`config.mk`:
```
export PLATFORM = sky130hd
export DESIGN_NAME = alu_issue_stage
export DESIGN_NICKNAME = d
export VERILOG_FILES = /design/src/rtl/mips_pkg.sv /design/src/rtl/fwd_mux.sv /design/src/rtl/alu_issue_stage.sv
export SDC_FILE = /design/constraint.sdc
export NUM_CORES = 1
export LEC_CHECK = 0
export CAP_MARGIN = 20
export CORE_UTILIZATION = 41
export DETAILED_ROUTE_END_ITERATION = 16
export PLACE_DENSITY = 0.95
export SLEW_MARGIN = 30
export SYNTH_ARGS = -nofsm -noshare
export SYNTH_HDL_FRONTEND = slang
export SYNTH_SLANG_ARGS = --single-unit
```
`constraint.sdc`:
```
create_clock -name clk -period 2.93 [get_ports clk]
set_input_delay 0.586 -clock clk [delete_from_list [all_inputs] [get_ports clk]]
set_output_delay 0.586 -clock clk [all_outputs]
set_load 0.01 [all_outputs]
```
`src/rtl/mips_pkg.sv`:
```
// Shared MIPS decode definitions: ALUOp encodings, ALU control codes,
// R-type funct values and the ALU-control decode function.
package mips_pkg;

  localparam int unsigned ALU_OP_W   = 2;
  localparam int unsigned ALU_CTL_W  = 4;
  localparam int unsigned FUNCT_W    = 6;
  localparam int unsigned IMM_W      = 16;

  // Main-decoder ALUOp encodings
  typedef enum logic [ALU_OP_W-1:0] {
    ALUOP_ADD   = 2'b00,
    ALUOP_SUB   = 2'b01,
    ALUOP_RTYPE = 2'b10,
    ALUOP_OR    = 2'b11
  } alu_op_e;

  // ALU function codes
  typedef enum logic [ALU_CTL_W-1:0] {
    ALU_AND  = 4'b0000,
    ALU_OR   = 4'b0001,
    ALU_ADD  = 4'b0010,
    ALU_XOR  = 4'b0011,
    ALU_SUB  = 4'b0110,
    ALU_NOR  = 4'b1100,
    ALU_PASS = 4'b1111
  } alu_cntl_e;

  // R-type funct field values
  localparam logic [FUNCT_W-1:0] FUNCT_ADD = 6'b100000;
  localparam logic [FUNCT_W-1:0] FUNCT_SUB = 6'b100010;
  localparam logic [FUNCT_W-1:0] FUNCT_AND = 6'b100100;
  localparam logic [FUNCT_W-1:0] FUNCT_OR  = 6'b100101;
  localparam logic [FUNCT_W-1:0] FUNCT_XOR = 6'b100110;
  localparam logic [FUNCT_W-1:0] FUNCT_NOR = 6'b100111;

  // ALUOp/funct -> ALU control; unknown R-type funct makes the ALU pass A
  function automatic logic [ALU_CTL_W-1:0] alu_decode(
    input logic [ALU_OP_W-1:0] op,
    input logic [FUNCT_W-1:0]  fn
  );
    logic [ALU_CTL_W-1:0] code;
    code = ALU_PASS;
    case (op)
      ALUOP_ADD: code = ALU_ADD;
      ALUOP_SUB: code = ALU_SUB;
      ALUOP_OR:  code = ALU_OR;
      default: begin
        case (fn)
          FUNCT_ADD: code = ALU_ADD;
          FUNCT_SUB: code = ALU_SUB;
          FUNCT_AND: code = ALU_AND;
          FUNCT_OR:  code = ALU_OR;
          FUNCT_XOR: code = ALU_XOR;
          FUNCT_NOR: code = ALU_NOR;
          default:   code = ALU_PASS;
        endcase
      end
    endcase
    return code;
  endfunction

endpackage

```
`src/rtl/fwd_mux.sv`:
```
// Operand forwarding selector for one source register.
// EX/MEM result beats MEM/WB result, which beats register-file data.
// Register 0 is hard-wired and never forwarded.
// Ports: src_num/rf_data (source), exmem_*/memwb_* (later-stage writes),
//        fwd_data_c (combinational selected operand).
module fwd_mux #(
  parameter int unsigned DW = 32,
  parameter int unsigned RW = 5
) (
  input  logic [RW-1:0] src_num,
  input  logic [DW-1:0] rf_data,
  input  logic          exmem_wr,
  input  logic [RW-1:0] exmem_rd,
  input  logic [DW-1:0] exmem_data,
  input  logic          memwb_wr,
  input  logic [RW-1:0] memwb_rd,
  input  logic [DW-1:0] memwb_data,
  output logic [DW-1:0] fwd_data_c
);

  logic exmem_hit;
  logic memwb_hit;

  assign exmem_hit = exmem_wr && (exmem_rd != RW'(0)) && (exmem_rd == src_num);
  assign memwb_hit = memwb_wr && (memwb_rd != RW'(0)) && (memwb_rd == src_num);

  // Priority select: newest producer first
  always_comb begin
    fwd_data_c = rf_data;
    if (exmem_hit)      fwd_data_c = exmem_data;
    else if (memwb_hit) fwd_data_c = memwb_data;
  end

endmodule

```
`src/rtl/alu_issue_stage.sv`:
```
// ID/EX issue stage feeding the 32-bit ALU: resolves forwarding, sign-extends
// the immediate, decodes ALU control and registers A/B/ALUCntl/CarryIn/dest_num
// behind a valid/ready handshake with flush.
// Inputs : clk, rst_n, in_valid, rs/rt_data, imm16, rs/rt/rd_num, alu_op, funct,
//          alu_src, exmem_*/memwb_* forwarding sources, flush, out_ready.
// Outputs: in_ready (combinational), out_valid, A, B, ALUCntl, CarryIn, dest_num.
// Option : ALU_ISSUE_STALL_CNT_EN adds a saturating stall_cnt[15:0] output.
module alu_issue_stage
  import mips_pkg::*;
#(
  parameter int unsigned DW = 32,
  parameter int unsigned RW = 5
) (
  input  logic                 clk,
  input  logic                 rst_n,
  input  logic                 in_valid,
  output logic                 in_ready,
  input  logic [DW-1:0]        rs_data,
  input  logic [DW-1:0]        rt_data,
  input  logic [IMM_W-1:0]     imm16,
  input  logic [RW-1:0]        rs_num,
  input  logic [RW-1:0]        rt_num,
  input  logic [RW-1:0]        rd_num,
  input  logic [ALU_OP_W-1:0]  alu_op,
  input  logic [FUNCT_W-1:0]   funct,
  input  logic                 alu_src,
  input  logic                 exmem_wr,
  input  logic                 memwb_wr,
  input  logic [RW-1:0]        exmem_rd,
  input  logic [RW-1:0]        memwb_rd,
  input  logic [DW-1:0]        exmem_data,
  input  logic [DW-1:0]        memwb_data,
  input  logic                 flush,
  output logic                 out_valid,
  input  logic                 out_ready,
  output logic [DW-1:0]        A,
  output logic [DW-1:0]        B,
  output logic [ALU_CTL_W-1:0] ALUCntl,
  output logic                 CarryIn,
`ifdef ALU_ISSUE_STALL_CNT_EN
  output logic [15:0]          stall_cnt,
`endif
  output logic [RW-1:0]        dest_num
);

  logic [DW-1:0]        rs_fwd_c;
  logic [DW-1:0]        rt_fwd_c;
  logic [DW-1:0]        imm_ext_c;
  logic [DW-1:0]        b_next_c;
  logic [ALU_CTL_W-1:0] cntl_next_c;
  logic                 load_c;

  fwd_mux #(.DW(DW), .RW(RW)) u_fwd_rs (
    .src_num    (rs_num),
    .rf_data    (rs_data),
    .exmem_wr   (exmem_wr),
    .exmem_rd   (exmem_rd),
    .exmem_data (exmem_data),
    .memwb_wr   (memwb_wr),
    .memwb_rd   (memwb_rd),
    .memwb_data (memwb_data),
    .fwd_data_c (rs_fwd_c)
  );

  fwd_mux #(.DW(DW), .RW(RW)) u_fwd_rt (
    .src_num    (rt_num),
    .rf_data    (rt_data),
    .exmem_wr   (exmem_wr),
    .exmem_rd   (exmem_rd),
    .exmem_data (exmem_data),
    .memwb_wr   (memwb_wr),
    .memwb_rd   (memwb_rd),
    .memwb_data (memwb_data),
    .fwd_data_c (rt_fwd_c)
  );

  // Handshake: accept when the output slot is empty or being consumed
  assign in_ready = !out_valid || out_ready;
  assign load_c   = in_valid && in_ready && !flush;

  // Operand B select and control decode
  assign imm_ext_c   = {{(DW-IMM_W){imm16[IMM_W-1]}}, imm16};
  assign b_next_c    = alu_src ? imm_ext_c : rt_fwd_c;
  assign cntl_next_c = alu_decode(alu_op, funct);

  // Valid flag: flush wins, otherwise refill/drain whenever the slot frees
  always_ff @(posedge clk or negedge rst_n) begin
    if (!rst_n)        out_valid <= 1'b0;
    else if (flush)    out_valid <= 1'b0;
    else if (in_ready) out_valid <= in_valid;
  end

  // Payload register: only written on an accepted, unflushed load
  always_ff @(posedge clk or negedge rst_n) begin
    if (!rst_n) begin
      A        <= '0;
      B        <= '0;
      ALUCntl  <= ALU_CTL_W'(0);
      CarryIn  <= 1'b0;
      dest_num <= '0;
    end else if (load_c) begin
      A        <= rs_fwd_c;
      B        <= b_next_c;
      ALUCntl  <= cntl_next_c;
      CarryIn  <= 1'b0;
      dest_num <= rd_num;
    end
  end

`ifdef ALU_ISSUE_STALL_CNT_EN
  // Saturating count of cycles the ALU back-pressures a valid operand set
  always_ff @(posedge clk or negedge rst_n) begin
    if (!rst_n)
      stall_cnt <= 16'd0;
    else if (out_valid && !out_ready && (stall_cnt != 16'hFFFF))
      stall_cnt <= stall_cnt + 16'd1;
  end
`endif

endmodule

```
Yosys cells after proc, flatten, opt, wreduce, memory -nomap -nowiden. Cells that the tools add are included.

Bits in writable memories: 0. Input port bits: 185. Latch bits: 0. Logic and storage cells: 41. Output and inout bits: 76. Flip-flop bits (word level): 74. ROM bits: 0. Memories kept: 0.

Multiply operators: 0. Divide/modulo/power cells: 0. Add/subtract/negate cells: 0. Shifts and indexed selects: 0. Mux-type cells: 9. Reduce and logical (&&, ||, !) cells: 15. Bitwise operators: 0. Order comparisons: 0. Equality and inequality tests: 12.

Operators by type and width (number): 2-to-1 mux 32 bit (5); == test 6 bit (second input constant) (6); one-hot mux 4 bit (6 select lines) (1); == test 5 bit (4); one-hot mux 4 bit (3 select lines) (1); nonzero test 5 bit (2); logical AND 1 bit (8); == test 2 x 1 -> 1 bit (second input constant) (1); == test 2 bit (second input constant) (1); logical NOT 1 bit (2); logical NOT 2 bit (1); 2-to-1 mux 1 bit (2); nonzero test 2 bit (1); logical OR 1 bit (1).

Logic depth before layout (Yosys ltp).
Depth in word-level cells: 6. Depth in mapped cells: 8. Depth with buffers taken out: 6.

Modules after synthesis. Synthesis repeated with hierarchy kept, for this count alone.

Cells, all modules: 627. Area, all modules: 5497.8 sq um.

By module, submodules not included: alu_issue_stage (seq. area each 1851.8 sq um, area an instance 3163.0 sq um, cells an instance 257, instances 1); fwd_mux (seq. area each 0.0 sq um, area an instance 1167.4 sq um, cells an instance 185, instances 2).

Worst setup path after synthesis. Ideal clock, no wire load.

Path kind: input to register. Start: input memwb_rd[0]. End: register B[12]. Library setup time: 0.126 ns. Cell stages on the path: 6. Path buffers: 1. Arrival time: 2.062 ns. Slack: 0.742 ns. Data required time: 2.804 ns. Cells stage by stage: or4_4 > nor2_4 > nor4_4 > buf_6 > mux2_4 > a221o_1.

Word-level cells in the longest chain between the ends: 6. Elaborated cells between the ends (all ways): 7. Those cells by class: 1 x eq/ne; 3 x mux; 3 x reduce/logical.

Ends and longest elaborated chain: start, declared (RTL line alu_issue_stage.sv:30) `input logic [RW-1:0] memwb_rd,`; nonzero test 5 bit (RTL line fwd_mux.sv:25) `assign memwb_hit = memwb_wr && (memwb_rd != RW'(0)) && (memwb_rd == src_num);`; logical AND 1 bit (RTL line fwd_mux.sv:25); logical AND 1 bit (*) (RTL line fwd_mux.sv:25); 2-to-1 mux 32 bit (*) (RTL line fwd_mux.sv:31) `else if (memwb_hit) fwd_data_c = memwb_data;`; 2-to-1 mux 32 bit (*) (RTL line fwd_mux.sv:30) `if (exmem_hit) fwd_data_c = exmem_data;`; 2-to-1 mux 32 bit (*) (RTL line alu_issue_stage.sv:83) `assign b_next_c = alu_src ? imm_ext_c : rt_fwd_c;`; end signal, assigned (RTL line alu_issue_stage.sv:103) `B <= b_next_c;`; end, declared (RTL line alu_issue_stage.sv:37) `output logic [DW-1:0] B,`.

Mark *: on every way between the ends. The rest lies on a longest branch, timed or not. A chain may end at the register's enable or synchronous reset.

Worst setup path in the final report.
Start: input out_ready. End: output in_ready.

Word-level cells in the longest chain between the ends: 1.

Ends and longest elaborated chain: start, declared (RTL line alu_issue_stage.sv:35) `input logic out_ready,`; logical OR 1 bit (RTL line alu_issue_stage.sv:78) `assign in_ready = !out_valid || out_ready;`; end, declared (RTL line alu_issue_stage.sv:17) `output logic in_ready,`.

Every way passes these cells.

==> run_results.csv <==
group,metric,value,unit
run_status,status,"complete, no violations",
layout,syn_to_final_growth,69.1,%
critical_path,r2r_cells,5,
clock_tree,clk_pin_slew,0.09,ns
global_routing,globalRouteOverflowTotal,0,
yosys,ys_seq_area_share,43.0,%
routing,vias_per_cell,5.72,
global_routing,grt_max_degree,75,
yosys,synth-seq-cells,74,
clock_tree,insertion_delay,0.35,ns
power,ir_worst_vdd,240,uV
yosys,synth_top_family_by_area,"compound AO/OA/AOI/OAI gates",
placement,globalplace.congestion,0.959,
critical_path,crit_start,"out_ready",
power,power_density,452,nW/um^2
sta,timing.fmax,0.378,GHz
sta,timing.hold.ws,0.238,ns
critical_path,arrival,2.06,ns
yosys,synth_top_area_cell,"dfrtp_1",
power,leakagePower,2.72,nW
yosys,synth_cell_types,44,
global_routing,grt_pass1_wl,25.7,mm
yosys,synth_mux_area_share,15.1,%
clock_tree,hold_buffers,0,
clock_tree,clock_path_buffers,2,
sta,slew_viol_final,0,
clock_tree,post_cts_resized,0,
clock_tree,post-cts-setup-buffer-count,0,
placement,hpwl,12.5,mm
critical_path,startpoint_type,"input port",
critical_path,cp-end-kind,"output port",
global_routing,antenna_found_initial,0,
critical_path,crit_type,"in2out",
floorplanning,die_y,104,um
floorplanning,initial_core_util,42.1,%
routing,drc_errors,0,
placement,pre_cts_slack,0.112,ns
layout,final_cells,835,
sta,period_needed,2.64,ns
floorplanning,row_count,37,
sta,period_share,90.2,%
yosys,synth-edff-count,0,
placement,io_buffers,259,
routing,drt-wirelength-per-cell,19.9,um
placement,dp_cells,819,
floorplanning,ios,261,
clock_tree,cts.htree.levels,3,
routing,dr_total_vias,4773,
global_routing,grt_use_total,30.2,%
floorplanning,fp.dieW,104,um
yosys,ys_warn_count,0,
yosys,synth_xor_area_share,4.27,%
sta,fin_ws,0.286,ns
sta,setup_violations,0,
sta,final_hold_viol_count,0,
clock_tree,cts_tree,"done",
run,maxCapViolations,0,
sta,slew_headroom,47.4,%
yosys,async_reset_ff_share,100,%
yosys,syn-cell-area,4310,um^2
yosys,synth_compound_area_share,19.0,%
hold_path,hp-class,"in2async",
sta,worstMarginPinSlew,0.788,ns
clock_tree,cts_root_buf,"clkbuf_8",
yosys,syn-num-nets,626,
critical_path,cp_max_fo,5,
layout,n_antenna_cell,0,
yosys,synth-simple-area-share,14.4,%
layout,drive_above_1_share,7.01,%
floorplanning,coreArea,10200,um^2
yosys,yosys.area_share.adder,0.232,%
routing,first_pass_iters,5,
critical_path,required,2.34,ns
yosys,avgSynthCellArea,9.76,um^2
routing,drt_iter0_drc,254,
critical_path,regToRegEndpoint,"B[19]",
layout,finish.net_count,879,
yosys,netlist_instances,441,
yosys,synth_area_leaders,"dfrtp_1 (43%), mux2i_1 (14%), a21oi_1 (6.2%)",
yosys,synth_ff_type,"dfrtp_1",
sta,fin_worst_skew,0.0128,ns
floorplanning,die-area,10900,um^2
critical_path,critPathCapture,"in_ready",
critical_path,r2r_slack,0.83,ns
routing,drt-total-wl,16.6,mm
sta,finalSetupTns,0,ns
sta,rsz0062_at_grt,"no",
clock_tree,cts.sinks,74,
global_routing,grt_pass1_vias,4915,
yosys,synth.top_cell.area_share,43.0,%
routing,ant_nets,0,
clock_tree,numCtsBuffers,9,
critical_path,r2r_start,"out_valid",
==> metal layers <==
layer / routed length (um) / global-route usage (%) / part of all wire (%) / up-vias
li1: - / - / - / 2154
met1: 6290 / 35.0 / 38 / 2302
met2: 8530 / 54.0 / 51 / 272
met3: 1270 / 5.70 / 7.7 / 45
met4: 487 / 13.0 / 2.9 / 0
met5: 0 / 0 / 0 / -
==> worst max-delay path: stages <==
cell and delay, ns:
clkdlybuf4s50_1 0.41, nor2b_1 0.39, inv_1 0.13, clkdlybuf4s50_1 0.54
==> final cells by class <==
cell class              instances  area [um^2]
well taps                     136          170
fillers                       746         2950
multi-input cells             330         2300
flip-flops and latches         74         1850
clock buffers                  10          138
repair buffers                276         2730
clock inverters                 6         73.8
inverters                       3         11.3
==> kinds of logic after synthesis <==
group / Yosys count
and+or+nand+nor: 118
DFF: 74
buffers and inverters: 37
other: 1
adders and majority gates: 1
xor gates and xnor gates: 21
AOI/OAI and AO/OA: 125
muxes: 64
==> cells in the mapped netlist, types with 3 or more instances <==
cell type  number
nand4_1         4
xor2_1         12
buf_2          12
nor3_1          4
mux2i_1        59
o211ai_1       12
clkbuf_1       15
nand3_1        12
o22ai_1        20
dfrtp_1        74
nand2_1        33
buf_1           4
xnor2_1         9
o21ai_0         3
inv_1           3
o221ai_1       27
nor2_1         36
nand3b_1       11
a21oi_1        53
nand2b_1        3
a221o_1         5
mux2_2          4
==> sequential cells by signal (all words and copies together), names as in the netlist <==
name / cells
out_valid: 1
dest_num: 5
ALUCntl: 4
A: 32
B: 32
==> worst min-delay path by stage <==
stage / startpoint / endpoint / slack [ns]
2_1_floorplan: rst_n / ALUCntl[0] / 0.29
5_1_grt: rst_n / dest_num[0] / 0.29
3_3_place_gp: dest_num[0] / dest_num[0] / 0.46
6_report: rst_n / B[29] / 0.24
4_1_cts: rst_n / dest_num[2] / 0.40
3_5_place_dp: dest_num[2] / dest_num[2] / 0.47
==> cell usage in the layout (no fill, tap or decap), drive strengths merged, types with 3 or more instances in the layout <==
cell	n
nand4	4
mux2i	59
nand2	33
dfrtp	74
mux2	5
o22ai	20
inv	5
o221ai	27
nor3	6
o211ai	12
nand3b	11
clkdlybuf4s50	258
xor2	12
nand3	12
buf	18
a21oi	53
clkbuf	10
nand2b	4
xnor2	9
o21ai	3
a221o	5
nor2	37
==> metrics by stage <==
stage	total power, mW	cell area (um^2)	util [%]
3_3_place_gp	2.41	7070	69.1
6_report	3.29	7280	71.2
2_1_floorplan	1.70	4310	-
5_1_grt	3.44	7280	71.2
4_1_cts	3.30	7280	71.1
3_5_place_dp	2.46	7070	69.1
==> where the power goes <==
| group | switching (mW) | internal, mW |
|---|---|---|
| combinational | 0.466 | 0.681 |
| sequential | 0.113 | 1.19 |
| clock | 0.417 | 0.427 |
Power figures use the tool's default switching activity.
==> RTL edit (config.mk and constraints unchanged) <==
The option `ALU_ISSUE_STALL_CNT_EN` is turned on by a define.
--- a/src/rtl/alu_issue_stage.sv
+++ b/src/rtl/alu_issue_stage.sv
@@ -5,6 +5,8 @@
 //          alu_src, exmem_*/memwb_* forwarding sources, flush, out_ready.
 // Outputs: in_ready (combinational), out_valid, A, B, ALUCntl, CarryIn, dest_num.
 // Option : ALU_ISSUE_STALL_CNT_EN adds a saturating stall_cnt[15:0] output.
+`define ALU_ISSUE_STALL_CNT_EN
+
 module alu_issue_stage
   import mips_pkg::*;
 #(
Check against the original RTL (old outputs only; new: stall_cnt): equivalent (Yosys induction, for registers that start in step).
==> RTL edit against the original RTL <==
- register-to-register slack improved by 100 ps
- clock skew shrank 3.8 ps
- non-clock buffer count increased by 20
- routed wire length increased by 25%
- synthesized cell count is 45% higher
- combinational power rose by 19%
- die area up 28%
- power up 31%
- sequential cell count rose by 16
- final area up 23%
- synthesized area up 29%
- setup slack gained 59 ps
- global-route usage fell by 0.40 points
- hold slack improved by 27 ps
- critical path type is now in -> reg
- largest cell class unchanged
==> RTL edit: results (changes against the original RTL) <==
route:
  routed_wl_mm: 20.7  # +25%
  drt-met1-wl_mm: 7.75  # +23%
  routed_via_density: 5.79  # +1.2%
  wl_met3_mm: 1.70  # +33%
  drt_iter0_drc: 523  # +110%
  dr_wl_met2_mm: 10.6  # +24%
  drt-pass1-iter-count: 6  # +1
global_routing:
  gr-usage-all-layers_pct: 29.8  # -0.40 points
  grt_max_degree: 48  # -36%
  grt_pass1_wl_mm: 32.7  # +27%
  grt_pass1_vias: 6390  # +30%
power_and_ir_drop:
  p_leak_nw: 3.53  # +30%
  irDropWorstVdd_mv: 0.345  # +44%
cells_and_area:
  fillers: 1010  # +35%
  diodes: 0  # unchanged
  drive_gt1_share_pct: 8.32  # +1.3 points
  nets: 1083  # +23%
  top_regs: "A: 32 flops, B: 32 flops, stall_cnt: 16 flops"
critical_path:
  crit_path_max_incr_delay_ps: 630  # +90 ps
  crit_fanout: 11  # +6
  critPathArrivalTime_ps: 2840  # +780 ps
  crit_slowest_cell: "nor3_1"
synthesis:
  synthTopCellsByArea: "dfrtp_1 (41%), o21ai_0 (5.2%), nor2_1 (4.5%)"
  synth.net_count: 824  # +32%
  synth.distinct_cells: 53  # +20%
  synth_common_cells: "dfrtp_1 (90), nor2_1 (66), nand2_1 (61)"
  synth-seq-area-share_pct: 40.7  # -2.4 points
  yosysWarnings: 0  # unchanged
status:
  status: "finished, final reports clean"
place:
  place.port_buffers: 275  # +6.2%
  hpwlAfterDp_mm: 14.9  # +19%
  place_ws_ps: 17.8  # -93.7 ps
  routabilityCongestion: 0.864  # -9.9%
clock_network:
  cts_resized: 0  # unchanged
  clkTransAtPathRegs_ps: 70  # -20 ps
  cts_root_buffer: "clkbuf_16"
sta:
  tightest_slew_ps: 919  # +132 ps
  skew_ps: 9.03  # -3.77 ps
worst_hold_path:
  hold_class: "in -> async"
RTL edit: cell types whose count changed in the layout (fill, tap and decap cells not counted), sizes merged, moves of 19 or more:
cell and delta:
a211oi +32, a21oi -30, inv +32, mux2 +19, mux2i -49, nand2 +28, nor2 +29, nor3 +32
o21ai +59, o221ai -27, o22ai -20, o2bb2ai +22
RTL edit: power by group:
part | internal, mW | switching, mW | leakage, nW
Combinational | 0.768 | 0.603 | 2.28
Sequential | 1.43 | 0.153 | 1.09
Clock | 0.834 | 0.505 | 0.162
RTL edit: final timing paths:
kind	end	depth (start not counted)	slack, ps	start
max in group asynchronous	A[15]	2	1980	rst_n
worst min register to register	dest_num[2]	2	480	dest_num[2]
worst max-delay path	B[2]	7	350	exmem_rd[1]
worst min-delay path	stall_cnt[13]	1	260	rst_n
worst max register to register	stall_cnt[1]	5	930	stall_cnt[7]
min in group clk	dest_num[2]	2	480	dest_num[2]
RTL edit: logic make-up after synthesis:
group                      synth area share (%)
buffers and inverters                      6.41
xor gates and xnor gates                   5.22
and+or+nand+nor                            16.9
DFF                                        40.7
adders and majority gates                 0.406
muxes                                      6.68
other                                    0.0677
AOI/OAI and AO/OA                          23.7
RTL edit: metrics by stage:
stage / instance area [sq um] / std cells / hold WS (ps) / util, %
2_1_floorplan: 5540 / 638 / 290 / -
3_3_place_gp: 8570 / 1061 / 456 / 65.0
3_5_place_dp: 8570 / 1061 / 470 / 65.0
4_1_cts: 8910 / 1076 / 282 / 67.5
5_1_grt: 8940 / 1077 / 290 / 67.8
6_report: 8940 / 1077 / 264 / 67.8
RTL edit: per-layer routing:
metal	global-route usage [%]	vias up
met5	0	-
met4	13.6	0
met3	6.52	61
met2	52.6	377
met1	34.3	2971
li1	-	2822
RTL edit: final cells by class:
cell class                      count  share of cell area [%]
Sequential cell                    90                    25.2
Clock buffer                        9                    2.52
Multi-Input combinational cell    463                    33.2
Timing Repair Buffer              296                    33.7
Inverter                           37                    1.55
Clock inverter                      6                    1.29
Tap cell                          176                    2.46
RTL edit: worst max-delay path, delay by kind of cell:
kind	cells	cell delay [ps]
xor+xnor	1	240
simple gates	2	870
compound gates	2	360
buf+inv	2	780
